$ cat config.mk
export PLATFORM = sky130hd
export DESIGN_NAME = cmd_queue_flat
export DESIGN_NICKNAME = d
export VERILOG_FILES = /design/src/rtl/cmd_queue_if.sv /design/src/rtl/cmd_queue.sv /design/src/flat_wrapper.sv
export SDC_FILE = /design/constraint.sdc
export NUM_CORES = 2
export LEC_CHECK = 0
export ABC_AREA = 1
export CORE_MARGIN = 3
export CORE_UTILIZATION = 40
export CTS_CLUSTER_DIAMETER = 30
export CTS_CLUSTER_SIZE = 25
export DETAILED_ROUTE_END_ITERATION = 12
export PLACE_DENSITY = 0.63
export SETUP_SLACK_MARGIN = 0.5
export SYNTH_ARGS = -nofsm -noshare
export SYNTH_HDL_FRONTEND = slang
export SYNTH_SLANG_ARGS = --single-unit
$ cat constraint.sdc
create_clock -name clk_i -period 18.1 [get_ports clk_i]
set_input_delay 1.81 -clock clk_i [delete_from_list [all_inputs] [get_ports clk_i]]
set_output_delay 1.81 -clock clk_i [all_outputs]
set_load 0.03 [all_outputs]
$ cat src/rtl/cmd_queue_if.sv
// Command queue bus: host write side, sequencer load side and status flags.
`timescale 1ns/1ps
interface cmd_queue_if #(
  parameter int unsigned DEPTH = 8
);
  localparam int unsigned LW = $clog2(DEPTH) + 1;

  logic            cmd_wr;
  logic [321:0]    cmd_in;
  logic            flush;
  logic [63:0]     time_now;
  logic            req_command;
  logic            wr_data;
  logic [321:0]    cmd_out;
  logic            empty;
  logic            full;
  logic [LW-1:0]   level;
  logic            ovf;
  logic [7:0]      drop_cnt;

  modport slave (
    input  cmd_wr, cmd_in, flush, time_now, req_command,
    output wr_data, cmd_out, empty, full, level, ovf, drop_cnt
  );

  modport master (
    output cmd_wr, cmd_in, flush, time_now, req_command,
    input  wr_data, cmd_out, empty, full, level, ovf, drop_cnt
  );
endinterface

$ cat src/rtl/cmd_queue.sv
// Timed command FIFO: pops records in order, drops those whose start time is
// too close to TIME_NOW, and hands the rest to the sequencer one at a time.
`timescale 1ns/1ps
module cmd_queue #(
  parameter int unsigned DEPTH = 8,
  parameter int unsigned GUARD = 4
) (
  input  logic       clk_i,
  input  logic       rst_ni,
  cmd_queue_if.slave q_if
);
  localparam int unsigned AW = $clog2(DEPTH);
  localparam int unsigned LW = AW + 1;
  localparam logic [47:0]  TS_RST  = '1;
  localparam logic [321:0] CMD_RST = {128'd0, TS_RST, 146'd0};

  typedef enum logic [1:0] {S_IDLE, S_POP, S_ISSUE, S_BUSY} state_e;

  state_e          state_q, state_d;
  logic            run_q;
  logic            req_q;
  logic [AW-1:0]   wptr_q, wptr_d;
  logic [AW-1:0]   rptr_q, rptr_d;
  logic [LW-1:0]   level_q, level_d;
  logic            ovf_q, ovf_d;
  logic [7:0]      drop_q, drop_d;
  logic            wr_data_q, wr_data_d;
  logic [321:0]    cmd_out_q, cmd_out_d;
  logic [321:0]    hold_q;
  logic [321:0]    mem_q [DEPTH];

  logic            empty, full, pop, push, done, stale;
  logic [321:0]    head;
  logic [48:0]     limit;
  logic            unused_time_hi;

  assign unused_time_hi = ^q_if.time_now[63:48];

  assign empty = (level_q == '0);
  assign full  = (level_q == LW'(DEPTH));
  assign head  = mem_q[rptr_q];
  assign done  = q_if.req_command & ~req_q;
  assign limit = {1'b0, q_if.time_now[47:0]} + 49'(GUARD);
  assign stale = ({1'b0, head[193:146]} < limit);
  assign pop   = (state_q == S_POP) & ~q_if.flush;
  // A pop frees a slot in the same edge, so a write to a full queue still lands.
  assign push  = q_if.cmd_wr & ~q_if.flush & (~full | pop);

  // Release is taken through one flop so nothing moves before the second edge.
  always_ff @(posedge clk_i or negedge rst_ni) begin
    if (!rst_ni) begin
      run_q <= 1'b0;
      req_q <= 1'b1;
    end else begin
      run_q <= 1'b1;
      req_q <= q_if.req_command;
    end
  end

  always_comb begin
    wptr_d  = wptr_q;
    rptr_d  = rptr_q;
    level_d = level_q;
    ovf_d   = ovf_q;
    if (q_if.flush) begin
      wptr_d  = '0;
      rptr_d  = '0;
      level_d = '0;
      ovf_d   = 1'b0;
    end else begin
      if (push) wptr_d = wptr_q + AW'(1);
      if (pop)  rptr_d = rptr_q + AW'(1);
      if (push && !pop)      level_d = level_q + LW'(1);
      else if (pop && !push) level_d = level_q - LW'(1);
      if (q_if.cmd_wr && !push) ovf_d = 1'b1;
    end
  end

  always_comb begin
    state_d   = state_q;
    wr_data_d = 1'b0;
    cmd_out_d = cmd_out_q;
    drop_d    = drop_q;
    case (state_q)
      S_IDLE:  if (!empty) state_d = S_POP;
      S_POP: begin
        if (stale) begin
          if (drop_q != 8'hFF) drop_d = drop_q + 8'd1;
          state_d = S_IDLE;
        end else begin
          state_d = S_ISSUE;
        end
      end
      S_ISSUE: begin
        wr_data_d = 1'b1;
        cmd_out_d = hold_q;
        state_d   = S_BUSY;
      end
      S_BUSY:  if (done) state_d = S_IDLE;
      default: state_d = S_IDLE;
    endcase
    if (q_if.flush) begin
      state_d   = S_IDLE;
      wr_data_d = 1'b0;
      cmd_out_d = cmd_out_q;
      drop_d    = drop_q;
    end
  end

  always_ff @(posedge clk_i or negedge rst_ni) begin
    if (!rst_ni) begin
      state_q   <= S_IDLE;
      wptr_q    <= '0;
      rptr_q    <= '0;
      level_q   <= '0;
      ovf_q     <= 1'b0;
      drop_q    <= '0;
      wr_data_q <= 1'b0;
      cmd_out_q <= CMD_RST;
    end else if (run_q) begin
      state_q   <= state_d;
      wptr_q    <= wptr_d;
      rptr_q    <= rptr_d;
      level_q   <= level_d;
      ovf_q     <= ovf_d;
      drop_q    <= drop_d;
      wr_data_q <= wr_data_d;
      cmd_out_q <= cmd_out_d;
    end
  end

  always_ff @(posedge clk_i) begin
    if (run_q && push) mem_q[wptr_q] <= q_if.cmd_in;
    if (run_q && pop)  hold_q <= head;
  end

  assign q_if.wr_data  = wr_data_q;
  assign q_if.cmd_out  = cmd_out_q;
  assign q_if.empty    = empty;
  assign q_if.full     = full;
  assign q_if.level    = level_q;
  assign q_if.ovf      = ovf_q;
  assign q_if.drop_cnt = drop_q;
endmodule

$ cat src/flat_wrapper.sv
// flat-port wrapper written by rule: the top's interface ports become plain ports
module cmd_queue_flat 
#(
  parameter int unsigned DEPTH = 8,
  parameter int unsigned GUARD = 4
)
  (clk_i, rst_ni, q_if_cmd_wr, q_if_cmd_in, q_if_flush, q_if_time_now, q_if_req_command, q_if_wr_data, q_if_cmd_out, q_if_empty, q_if_full, q_if_level, q_if_ovf, q_if_drop_cnt);
  cmd_queue_if #(.DEPTH(DEPTH)) q_if_i ();
  input  logic clk_i;
  input  logic rst_ni;
  input wire logic [$bits(q_if_i.cmd_wr)-1:0] q_if_cmd_wr;
  input wire logic [$bits(q_if_i.cmd_in)-1:0] q_if_cmd_in;
  input wire logic [$bits(q_if_i.flush)-1:0] q_if_flush;
  input wire logic [$bits(q_if_i.time_now)-1:0] q_if_time_now;
  input wire logic [$bits(q_if_i.req_command)-1:0] q_if_req_command;
  output wire logic [$bits(q_if_i.wr_data)-1:0] q_if_wr_data;
  output wire logic [$bits(q_if_i.cmd_out)-1:0] q_if_cmd_out;
  output wire logic [$bits(q_if_i.empty)-1:0] q_if_empty;
  output wire logic [$bits(q_if_i.full)-1:0] q_if_full;
  output wire logic [$bits(q_if_i.level)-1:0] q_if_level;
  output wire logic [$bits(q_if_i.ovf)-1:0] q_if_ovf;
  output wire logic [$bits(q_if_i.drop_cnt)-1:0] q_if_drop_cnt;
  assign q_if_i.cmd_wr = q_if_cmd_wr;
  assign q_if_i.cmd_in = q_if_cmd_in;
  assign q_if_i.flush = q_if_flush;
  assign q_if_i.time_now = q_if_time_now;
  assign q_if_i.req_command = q_if_req_command;
  assign q_if_wr_data = q_if_i.wr_data;
  assign q_if_cmd_out = q_if_i.cmd_out;
  assign q_if_empty = q_if_i.empty;
  assign q_if_full = q_if_i.full;
  assign q_if_level = q_if_i.level;
  assign q_if_ovf = q_if_i.ovf;
  assign q_if_drop_cnt = q_if_i.drop_cnt;
  cmd_queue #(.DEPTH(DEPTH), .GUARD(GUARD)) u_core (.clk_i(clk_i), .rst_ni(rst_ni), .q_if(q_if_i));
endmodule
; ---- Word-level counts from Yosys, hierarchy flattened
; Memory sizes are Yosys's and may differ from the RTL's.
; Cells that the tools add are included.
[op_classes]
n_lt_le_gt_ge = 1
n_bitwise = 8
mux = 18
n_eq_ne = 7
addsub = 6
n_reduce_logical = 20
[ops]
columns = cell, n
row1 = $add A48 B3 Y49 const B, 1
row2 = $lt A48 B49 Y1, 1
row3 = $mux W3, 4
row4 = $mux W4, 3
row5 = $add A8 B1 Y8 const B, 1
row6 = $mux W2, 4
row7 = $ne A8 B8 Y1 const B, 1
row8 = $pmux W2 S4, 1
row9 = $reduce_and A2 Y1, 4
row10 = $add A3 B1 Y3 const B, 2
row11 = $mux W1, 6
row12 = $reduce_and A3 Y1, 2
row13 = $reduce_bool A2 Y1, 3
row14 = $logic_and A1 B1 Y1, 5
row15 = $reduce_and A5 Y1, 1
row16 = $add A4 B1 Y4 const B, 1
row17 = $and A1 B1 Y1, 4
row18 = $eq A2 B2 Y1 const B, 2
row19 = $eq A4 B4 Y1 const B, 1
row20 = $logic_not A4 Y1, 1
row21 = $sub A4 B1 Y4 const B, 1
row22 = $ne A3 B2 Y1 const B, 1
row23 = $ne A3 B3 Y1 const B, 1
row24 = $not A1 Y1, 3
row25 = other kinds (5), 6
[totals]
regBits = 668
in_bits = 391
ramBits = 2576
memories = 1
wordCells = 72
[mem_list]
columns = name, depth, width, rd, rd_clocked_by_memory_dff, write_ports, line
row1 = u_core.mem_q, 8, 322, 1, 0, 1, cmd_queue.sv:30  ; logic [321:0] mem_q [DEPTH];

; ---- Depth between registers and ports, before layout
[depth]
word_depth = 9
depth_mapped = 25

; ---- Worst setup path before layout
; No wires, ideal clock.
[synth_timing]
path_kind = input -> register
startpoint = input port q_if_cmd_wr
endpoint = memory u_core.mem_q[0][0], enable pin
path_stages = 8
slack_ns = 1.396
setup_ns = 1.012
t_arrival_ns = 15.691
cell_sequence = inv_1 -> nor2_1 -> nand2_1 -> inv_1 -> nand2_1 -> inv_1 -> nand2_1 -> nor2_1
[synth_via]
elab_chain_cells = 5
[synth_lines]
columns = item, line
row1 = start: declaration, flat_wrapper.sv:11  ; input wire logic [$bits(q_if_i.cmd_wr)-1:0] q_if_cmd_wr;
row2 = $and A1 B1 Y1 (2 in a row), cmd_queue.sv:47  ; assign push = q_if.cmd_wr & ~q_if.flush & (~full | pop);
row3 = $logic_and A1 B1 Y1, cmd_queue.sv:133  ; if (run_q && push) mem_q[wptr_q] <= q_if.cmd_in;
row4 = $mux W1, cmd_queue.sv:133
row5 = $mux W1 (not written as such), cmd_queue.sv:133
row6 = end: declaration, cmd_queue.sv:30
; No other way between the ends.

; ---- Worst setup path in the final report
[layout_timing]
startpoint = input port q_if_flush
endpoint = memory u_core.mem_q[6][198], enable pin
[layout_via]
elab_chain_cells = 7
word_cells_on_any_way = 8
[layout_lines]
columns = item, line
row1 = start: declaration, flat_wrapper.sv:13  ; input wire logic [$bits(q_if_i.flush)-1:0] q_if_flush;
row2 = $not A1 Y1 (no source line) *, -
row3 = $and A1 B1 Y1, cmd_queue.sv:45  ; assign pop = (state_q == S_POP) & ~q_if.flush;
row4 = $or A1 B1 Y1, cmd_queue.sv:47
row5 = $and A1 B1 Y1 *, cmd_queue.sv:47
row6 = $logic_and A1 B1 Y1 *, cmd_queue.sv:133
row7 = $mux W1 *, cmd_queue.sv:133
row8 = $mux W1 (not written as such) *, cmd_queue.sv:133
; Mark *: on every way between the ends. The rest lies on a longest branch, timed or not.

==> results.toml <==
[floorplan]
row_count = 203
start_util = 0.403
pin_count = 729
dieArea_sq_um = 316000
coreArea_sq_um = 307000
die_width_microns = 562
die_h_microns = 562

[routing]
dr_total_vias = 76804
dr.pass1.iters = 6
vias_per_cell = 5.33
drc_errors = 0
wl_per_cell_microns = 22.5
first_iter_violations = 7327
drt_wl_total_microns = 324000
ant_nets = 0

[clock_tree]
cts_setup_buffers = 0
cts_tree = "yes"
cts-htree-levels = 6
cts_hold_buf = 0
numCtsBuffers = 604
cts-root-buf = "clkbuf_16"
clkTransAtPathRegs_ns = 0.05
cts.sinks = 3244
cts-resized-gates = 0
clock_latency_ns = 1.00
cts_buffer_depth = 4

[timing]
relSlewSlack = 0.122
holdWs_ns = 0.423
grt_setup_unrepaired = "false"
period_needed_ns = 6.52
finalHoldViolCount = 0
fin_skew_ns = 0.0884
slew_viol_final = 0
period_share = 0.360
tightest_slew_ns = 1.32
setup_tns_ns = 0
setup_viol = 0
setup_ws_ns = 11.58
fmax_ghz = 0.153

[setup_path]
max_stage_delay_ns = 0.78
critPathKind = "input port to flip-flop"
cp-start-kind = "input port"
crit_family = "buffers and inverters"
end_kind = "flip-flop"
path_cells = "clkdlybuf4s50_1, nor2_1, nand2_1, inv_1, nand2_1, inv_1, nand2_1, nor2_4, buf_4, buf_4, buf_4, buf_4, buf_4"
worstPathArrival_ns = 7.09
crit_required_ns = 18.67
path_max_fanout = 53
crit_path_top_delay_cell = "buf_4"
path_common_cell = "buf_4"
path_buf_inv = 8

[synth]
synth_nets = 9284
ys_ff_latch = 3244
synthTopCellsByArea = "edfxtp_1 (70%), nor2_1 (6.7%), dfrtp_1 (6.0%)"
yosysWarnings = 0
syn_inst = 8839
syn-cell-area_sq_um = 124000
synth_top_area_frac = 0.703
ys_types = 40
avgSynthCellArea_sq_um = 14.0
synth_top_area_cell = "edfxtp_1"
ys_seq_area_frac = 0.773

[placed_design]
io_buffer_count = 712
hpwl_microns = 173000
pre_cts_slack_ns = 10.60
gp_congestion = 0.842

[layout]
fillers = 24861
finish.utilization = 0.509
area_growth_pct = 26.2
drive_gt1_frac = 0.140
nets = 10176

[grt]
grt_first_pass_wirelength_microns = 481000
antenna_found_initial = 82
grtUsageTotal = 0.198
grt_pass1_vias = 76090
grt_max_degree = 225
grt_overflow = 0

[flow_run]
drv_cap = 0

[pwr]
peakVddDrop_v = 0.000188
p_leak_nw = 54.1
p_per_area_nw_per_um2 = 169

[outcome]
status = "complete, no violations"

[min_path]
hold_class = "flip-flop to flip-flop"
==> synth_stat cells (all sizes together) <==
| library cell | number |
|---|---|
| conb | 1 |
| a31oi | 308 |
| nor3 | 16 |
| a32o | 15 |
| xnor2 | 17 |
| a21o | 2 |
| xor2 | 35 |
| o2111ai | 1 |
| nand4 | 17 |
| clkinv | 2 |
| a21oi | 53 |
| clkbuf | 348 |
| edfxtp | 2898 |
| or2 | 1 |
| inv | 74 |
| o21bai | 1 |
| dfrtp | 297 |
| fa | 1 |
| mux2 | 322 |
| nand3b | 2 |
| nand2 | 279 |
| buf | 188 |
| dfstp | 49 |
| o21ai | 1237 |
| nand3 | 93 |
| nor4 | 6 |
| o22ai | 309 |
| nor2 | 2214 |
| ha | 53 |
==> where the power goes <==
part	switching [mW]	total, mW	leakage (nW)	internal (mW)
clock network	3.88	11.4	10.2	7.50
registers	0.410	9.38	30.5	8.97
logic	3.74	5.71	13.5	1.96
total	8.03	26.5	54.1	18.4
==> worst reg2reg max path: cells and delay by family (launching register included) <==
family	cells	cell delay [ns]
buffers and inverters	5	3.88
AO/OA/AOI/OAI	3	0.96
AND/OR/NAND/NOR	1	0.06
flip-flops	1	0.76
==> sequential cells by signal, indices dropped and copies added (netlist names), 2 cells and up <==
register and flops:
u_core.q_if.cmd_out 322, u_core.wptr_q 3, u_core.q_if.drop_cnt 8, u_core.q_if.level 4, u_core.state_q 2, u_core.hold_q 322, u_core.mem_q 2576, u_core.rptr_q 3
==> logic make-up after synthesis <==
logic type      after synthesis  synth area share
compound gates             1926            0.0849
xor+xnor                     52           0.00368
fa+ha+maj                    54           0.00552
buf+inv                     612            0.0214
flops                      3244             0.773
mux                         322            0.0293
other cells                   1         0.0000303
simple gates               2628            0.0819
==> area by class of cell <==
| type | instances | area, sq um | share of cell area |
|---|---|---|---|
| Antenna cell | 55 | 138 | 0.000881 |
| Clock inverter | 386 | 5130 | 0.0328 |
| Clock buffer | 739 | 16100 | 0.103 |
| Sequential cell | 3244 | 95800 | 0.613 |
| Tap cell | 4100 | 5130 | 0.0328 |
| Inverter | 76 | 308 | 0.00197 |
| Timing Repair Buffer | 822 | 8200 | 0.0525 |
| Multi-Input combinational cell | 4983 | 25500 | 0.163 |
==> metal layers <==
| metal | vias to the layer above | GRT usage | part of all wire |
|---|---|---|---|
| li1 | 34526 | - | - |
| met5 | - | 0 | 0.0011 |
| met2 | 2789 | 0.317 | 0.47 |
| met4 | 50 | 0.0650 | 0.027 |
| met1 | 38825 | 0.267 | 0.42 |
| met3 | 614 | 0.0462 | 0.077 |
==> final timing paths <==
check | from | to | slack (ns) | cells after the start
worst max-delay path | q_if_flush | u_core.mem_q[6][198]$_DFFE_PP_ | 11.58 | 13
worst min-delay path | u_core.hold_q[305]$_DFFE_PP_ | u_core.q_if.cmd_out[305]$_DFFE_PN0P_ | 0.42 | 1
worst max register to register | u_core.rptr_q[0]$_DFFE_PN0P_ | u_core.hold_q[246]$_DFFE_PP_ | 12.19 | 9
worst min register to register | u_core.hold_q[305]$_DFFE_PP_ | u_core.q_if.cmd_out[305]$_DFFE_PN0P_ | 0.42 | 1
max in group asynchronous | rst_ni | u_core.q_if.cmd_out[202]$_DFFE_PN0P_ | 15.30 | 3
min in group asynchronous | rst_ni | u_core.q_if.cmd_out[99]$_DFFE_PN0P_ | 0.79 | 1
==> placed cells by master (no fill, tap or decap), drive strengths merged, types with 77 or more instances in the layout <==
cell type	netlist	routed
edfxtp	2898	2898
nor2	2214	2214
o21ai	1237	1237
clkbuf	348	739
clkdlybuf4s50	0	711
mux2	322	322
o22ai	309	309
a31oi	308	308
dfrtp	297	297
nand2	279	279
clkinv	2	213
inv	74	113
buf	188	111
nand3	93	93
bufinv	0	77
==> per-stage QoR <==
stage                     power [mW]  instance area, sq um  instances
after floorplan                 13.1                124000       8839
after global placement          15.1                135000      13225
after detailed placement        15.2                135000      13225
after CTS                       26.7                156000      14350
after global routing            27.6                156000      14368
final                           26.5                156000      14405
(Power assumes the default switching activity.)
